===== src/rtl/hazard_scoreboard.sv =====
// Register hazard scoreboard between ID and ID/EX. It tracks the outstanding writer of each
// register, stalls consumers until the result can be forwarded, and flags bypassed sources.
module hazard_scoreboard #(
    parameter int unsigned NUM_REGS = 16,
    parameter int unsigned REG_W    = 4,
    parameter int unsigned LAT_W    = 2,
    parameter bit          ZERO_REG = 1'b1,
    parameter int unsigned SCNT_W   = 16
) (
    input  logic                clk,
    input  logic                rst,
    input  logic                issue_valid,
    input  logic [REG_W-1:0]    issue_rs,
    input  logic                issue_rs_used,
    input  logic [REG_W-1:0]    issue_rt,
    input  logic                issue_rt_used,
    input  logic [REG_W-1:0]    issue_rd,
    input  logic                issue_rd_wr,
    input  logic [LAT_W-1:0]    issue_lat,
    input  logic                flush,
    input  logic                wb_valid,
    input  logic [REG_W-1:0]    wb_rd,
    output logic                stall,
    output logic                issue_fire,
    output logic                fwd_rs,
    output logic                fwd_rt,
    output logic [NUM_REGS-1:0] busy_vec,
    output logic [SCNT_W-1:0]   stall_count
);

    logic [LAT_W-1:0]    r_cnt [NUM_REGS];
    logic [NUM_REGS-1:0] r_pend;
    logic [SCNT_W-1:0]   r_stall_count;

    logic [LAT_W-1:0]    w_cnt_nxt [NUM_REGS];
    logic [NUM_REGS-1:0] w_pend_nxt;
    logic [SCNT_W-1:0]   w_stall_count_nxt;
    logic [NUM_REGS-1:0] w_set;

    logic                w_rs_zero;
    logic                w_rt_zero;
    logic                w_hz_rs;
    logic                w_hz_rt;
    logic                w_go;

    // Source lookup: a nonzero count is a hazard, a pending writer with zero count is a bypass.
    always_comb begin
        w_rs_zero  = ZERO_REG && (issue_rs == '0);
        w_rt_zero  = ZERO_REG && (issue_rt == '0);
        w_hz_rs    = issue_rs_used && !w_rs_zero && (r_cnt[issue_rs] != '0);
        w_hz_rt    = issue_rt_used && !w_rt_zero && (r_cnt[issue_rt] != '0);
        fwd_rs     = issue_rs_used && !w_rs_zero && r_pend[issue_rs] && (r_cnt[issue_rs] == '0);
        fwd_rt     = issue_rt_used && !w_rt_zero && r_pend[issue_rt] && (r_cnt[issue_rt] == '0);
        w_go       = issue_valid && !flush;
        stall      = w_go && (w_hz_rs || w_hz_rt);
        issue_fire = w_go && !stall;
    end

    // Destination decode for the issuing instruction; register 0 is never tracked when hardwired.
    always_comb begin
        w_set = '0;
        for (int unsigned r = 0; r < NUM_REGS; r++) begin
            w_set[r] = issue_fire && issue_rd_wr && (issue_rd == REG_W'(r));
        end
        if (ZERO_REG) begin
            w_set[0] = 1'b0;
        end
    end

    // Per-register update: a new writer beats both the countdown and an older writer's retirement.
    always_comb begin
        w_pend_nxt = r_pend;
        for (int unsigned r = 0; r < NUM_REGS; r++) begin
            w_cnt_nxt[r] = r_cnt[r];
            if (w_set[r]) begin
                w_cnt_nxt[r]  = issue_lat;
                w_pend_nxt[r] = 1'b1;
            end else if (r_cnt[r] != '0) begin
                w_cnt_nxt[r] = r_cnt[r] - LAT_W'(1);
            end else if (wb_valid && (wb_rd == REG_W'(r))) begin
                w_pend_nxt[r] = 1'b0;
            end
        end
    end

    // Saturating stall performance counter.
    always_comb begin
        w_stall_count_nxt = r_stall_count;
        if (stall && (r_stall_count != '1)) begin
            w_stall_count_nxt = r_stall_count + SCNT_W'(1);
        end
    end

    always_ff @(posedge clk or posedge rst) begin
        if (rst) begin
            for (int unsigned r = 0; r < NUM_REGS; r++) begin
                r_cnt[r] <= '0;
            end
            r_pend        <= '0;
            r_stall_count <= '0;
        end else begin
            for (int unsigned r = 0; r < NUM_REGS; r++) begin
                r_cnt[r] <= w_cnt_nxt[r];
            end
            r_pend        <= w_pend_nxt;
            r_stall_count <= w_stall_count_nxt;
        end
    end

    assign busy_vec    = r_pend;
    assign stall_count = r_stall_count;

endmodule


===== config.mk =====
export PLATFORM = sky130hd
export DESIGN_NAME = hazard_scoreboard
export DESIGN_NICKNAME = d
export VERILOG_FILES = /design/src/rtl/hazard_scoreboard.sv
export SDC_FILE = /design/constraint.sdc
export NUM_CORES = 1
export LEC_CHECK = 0
export ABC_AREA = 1
export BUFFER_PORTS_ARGS = -buffer_cell sky130_fd_sc_hd__buf_4
export CAP_MARGIN = 20
export CORE_MARGIN = 2
export CORE_UTILIZATION = 63
export CTS_CLUSTER_SIZE = 12
export DETAILED_ROUTE_END_ITERATION = 8
export PLACE_DENSITY_LB_ADDON = 0.05
export RECOVER_POWER = 50
export SLEW_MARGIN = 20
export SYNTH_ARGS = -nofsm -noshare
export SYNTH_HDL_FRONTEND = slang
export SYNTH_SLANG_ARGS = --single-unit

===== constraint.sdc =====
create_clock -name clk -period 4.2 [get_ports clk]
set_clock_uncertainty 0.15 [all_clocks]
set_input_delay 0.63 -clock clk [delete_from_list [all_inputs] [get_ports clk]]
set_output_delay 0.63 -clock clk [all_outputs]
set_load 0.03 [all_outputs]

==> results.toml <==
[sta]
slew_violations = 41
setup_repair_after_global_routing_missed_its_margin = "false"
finalCriticalPeriod_ps = 3030
clock.fmax_mhz = 330
timing.setup.tns_ps = 0
final_min_period_over_clock_period_pct = 72.2
hold_viol_final = 0
transition_time_at_the_pin_with_the_least_slew_margin_ps = 1590
setup_viol_count_final = 0
slew-limit-headroom_pct = -6.21

[clocking]
cts_buffers = 9
ctsLongestPathBuffers = 2
cts.clk_slew.worst_paths_ps = 80
buffer_cell_driving_the_clock_tree_root = "sky130_fd_sc_hd__clkbuf_8"
postCtsSetupBuffers = 0
worst_skew_pair.late_latency_ps = 350
cts-hold-fix-buffers = 0
ctsHtreeMaxLevel = 3
clkSinkCount = 63
cts_tree = "done"
post_cts.resized_instances = 0

[flow_run]
max_cap_viol_count = 1

[route]
drt_first_pass_iters = 5
finalWirelength_um = 13400
drtAntennaViolNets = 0
vias = 4666
drc = 0
dr.first_iter.drc_count = 472
route.detailed.wl_per_inst_um = 17.0
route.detailed.vias_per_inst = 5.91

[setup_path]
cp_slowest_stage_delay_ps = 390
setup.worst_path.class = "register to output port"
timing.critical_path.buf_inv = 1
critical_path.startpoint = "r_cnt[6]"
cp.depth = 10
worst_r2r_path_depth = 10
worstPathRequired_ps = 3420
cp_data_arrival_time_ps = 2250
critical-path-top-delay-family = "simple AND/OR/NAND/NOR gates"
r2r-end = "stall_count[8]"
setup.worst_path.start_class = "register"
slowest_stage = "sky130_fd_sc_hd__dfrtp_1"
worstPathCellList = "nor2_1 -> nor2_1 -> nor2_1 -> nand3_1 -> nand3_1 -> nand2_2 -> nand2_4 -> nand2_4 -> nor2_8 -> buf_4"
regToRegStartpoint = "stall_count[0]"
path_common_cell = "sky130_fd_sc_hd__nor2_1"
crit_path_end_kind = "output port"
ff2ff_setup_slack_ps = 1560
path_max_fanout = 16

[layout]
multiInputGateArea_mm2 = 0.00241
antennaDiodeCount = 0
filler_cell_count = 602
post_route_cells_drive_above_1_share_pct = 12.6
ff_latch_area_mm2 = 0.00158
finish.net_count = 731
areaGrowthSynthToFinish_pct = 13.1

[global_routing]
grt_max_degree = 41
gr-total-overflow = 0
number_of_antenna_violations_at_the_first_check_in_global_routing = 0
global_route.usage.total_pct = 36.0
global_route_wire_length_before_repair_um = 21600
via_count_of_the_first_global_routing_pass = 4470

[worst_hold_path]
worst_hold_path_type = "register to register"
cells_on_worst_hold_path = 1
holdCritStartpoint = "r_cnt[30]"
hold_path_endpoint = "r_cnt[30]"

[floorplanning]
num_rows = 30
die-area_mm2 = 0.00786
floorplan.io_pins = 62
chipHeight_um = 88.7
die_width_um = 88.7
starting_density_pct = 65.7
core_region_area_mm2 = 0.00687

[synthesis]
synthesis.area_per_instance_um2 = 7.17
mappedNetlistNets = 673
synth.most_common_cell = "sky130_fd_sc_hd__nand3_1"
postSynthRegisterBits = 63
synth.top_cell.area_share_pct = 34.9
synthArstFlopShare_pct = 100
ys_seq_area_share_pct = 34.9
synth_edf_count = 0
post_synth_most_frequent_cells = "sky130_fd_sc_hd__nand3_1 (176), sky130_fd_sc_hd__inv_1 (107), sky130_fd_sc_hd__nand2_1 (91), sky130_fd_sc_hd__dfrtp_1 (63), sky130_fd_sc_hd__nor2_1 (50)"
ys.flop_type = "sky130_fd_sc_hd__dfrtp_1"
number_of_warnings_issued_by_yosys = 0
syn-instance-count = 630
synthTopCellsByArea = "sky130_fd_sc_hd__dfrtp_1 (35%), sky130_fd_sc_hd__nand3_1 (20%), sky130_fd_sc_hd__inv_1 (8.9%)"
synth_cell_types = 37
netlist.top_cell.by_area = "sky130_fd_sc_hd__dfrtp_1"
netlist_area_mm2 = 0.00452

[outcome]
failed_checks = "max-capacitance violations, max-slew violations"
status = "finished, violations left"

[placement]
dp.final_hpwl_um = 10200
weighted_congestion_at_the_end_of_routability_driven_global_placement = 1.01
port_buffers = 60

[power_and_ir_drop]
power.total_mw = 3.12
power.leakage_nw = 2.57
max-vdd-ir-drop_mv = 0.407
power_density_mw_per_mm2 = 610
layout make-up:
class                           count  area share (%)
Multi-Input combinational cell    443            47.1
Sequential cell                    63            30.9
Inverter                          109            8.01
Timing Repair Buffer               62            7.94
Clock buffer                       10            2.50
Tap cell                           96            2.35
Clock inverter                      6            1.20
layer usage:
layer | track usage, % | wire length [um] | vias up
met1 | 46.1 | 5380 | 2183
met4 | 13.4 | 371 | 0
met3 | 9.89 | 1440 | 36
met2 | 58.4 | 6210 | 242
li1 | - | - | 2205
met5 | 0 | 0 | -
metrics by stage:
step / hold slack (ps) / worst slack, ps / instances / utilization [%] / instance area [um^2]
after floorplan: 287 / 1050 / 630 / - / 4520
after global placement: 303 / 1290 / 773 / 72.5 / 4980
after detailed placement: 321 / 1260 / 773 / 72.5 / 4980
after CTS: 335 / 1190 / 789 / 75.2 / 5170
after global routing: 352 / 916 / 789 / 74.3 / 5110
final: 331 / 1170 / 789 / 74.3 / 5110
worst reg2reg max path, delay by kind of cell, from the launching register on:
family / cells / cell delay (ps)
and+or+nand+nor: 8 / 1580
DFF: 1 / 450
adders and majority gates: 1 / 270
buffers and inverters: 1 / 90
worst max path at each step:
stage                              to  slack [ps]
final                      issue_fire        1170
after floorplan                fwd_rs        1050
after detailed placement   issue_fire        1260
after CTS                  issue_fire        1190
after global routing      busy_vec[3]         920
after global placement     issue_fire        1290
cells in the final DEF (no fill, tap or decap), drive strengths merged, types with 2 or more instances in the layout:
cell type,synthesis,layout
nand4,4,4
nand3,186,186
o31ai,3,3
a31oi,2,2
nor2,55,55
nor4,2,2
a21oi,13,13
xor2,7,7
nand2,97,97
clkinv,0,4
a221oi,4,4
o211ai,2,2
clkbuf,4,27
o21ai,29,29
inv,109,109
ha,17,17
nor3,10,10
xnor2,8,8
buf,11,45
dfrtp,63,63
state kept, by name, summed over array words and instances (netlist names):
name,flops
stall_count,16
r_cnt,32
busy_vec,15
report_power, final:
group          switching [mW]  leakage, nW  internal (mW)
Clock                   0.264       0.0960          0.272
Sequential              0.230        0.785          0.840
Combinational           0.975         1.68          0.535
Total                    1.47         2.57           1.65
cell families after synthesis:
| logic type | count (synthesis) | synth area share [%] |
|---|---|---|
| other cells | 1 | 0.0830 |
| simple gates | 356 | 38.6 |
| compound gates | 54 | 6.95 |
| buf+inv | 124 | 11.8 |
| xor+xnor | 15 | 2.91 |
| fa+ha+maj | 17 | 4.71 |
| flops | 63 | 34.9 |
(Power assumes the default switching activity.)
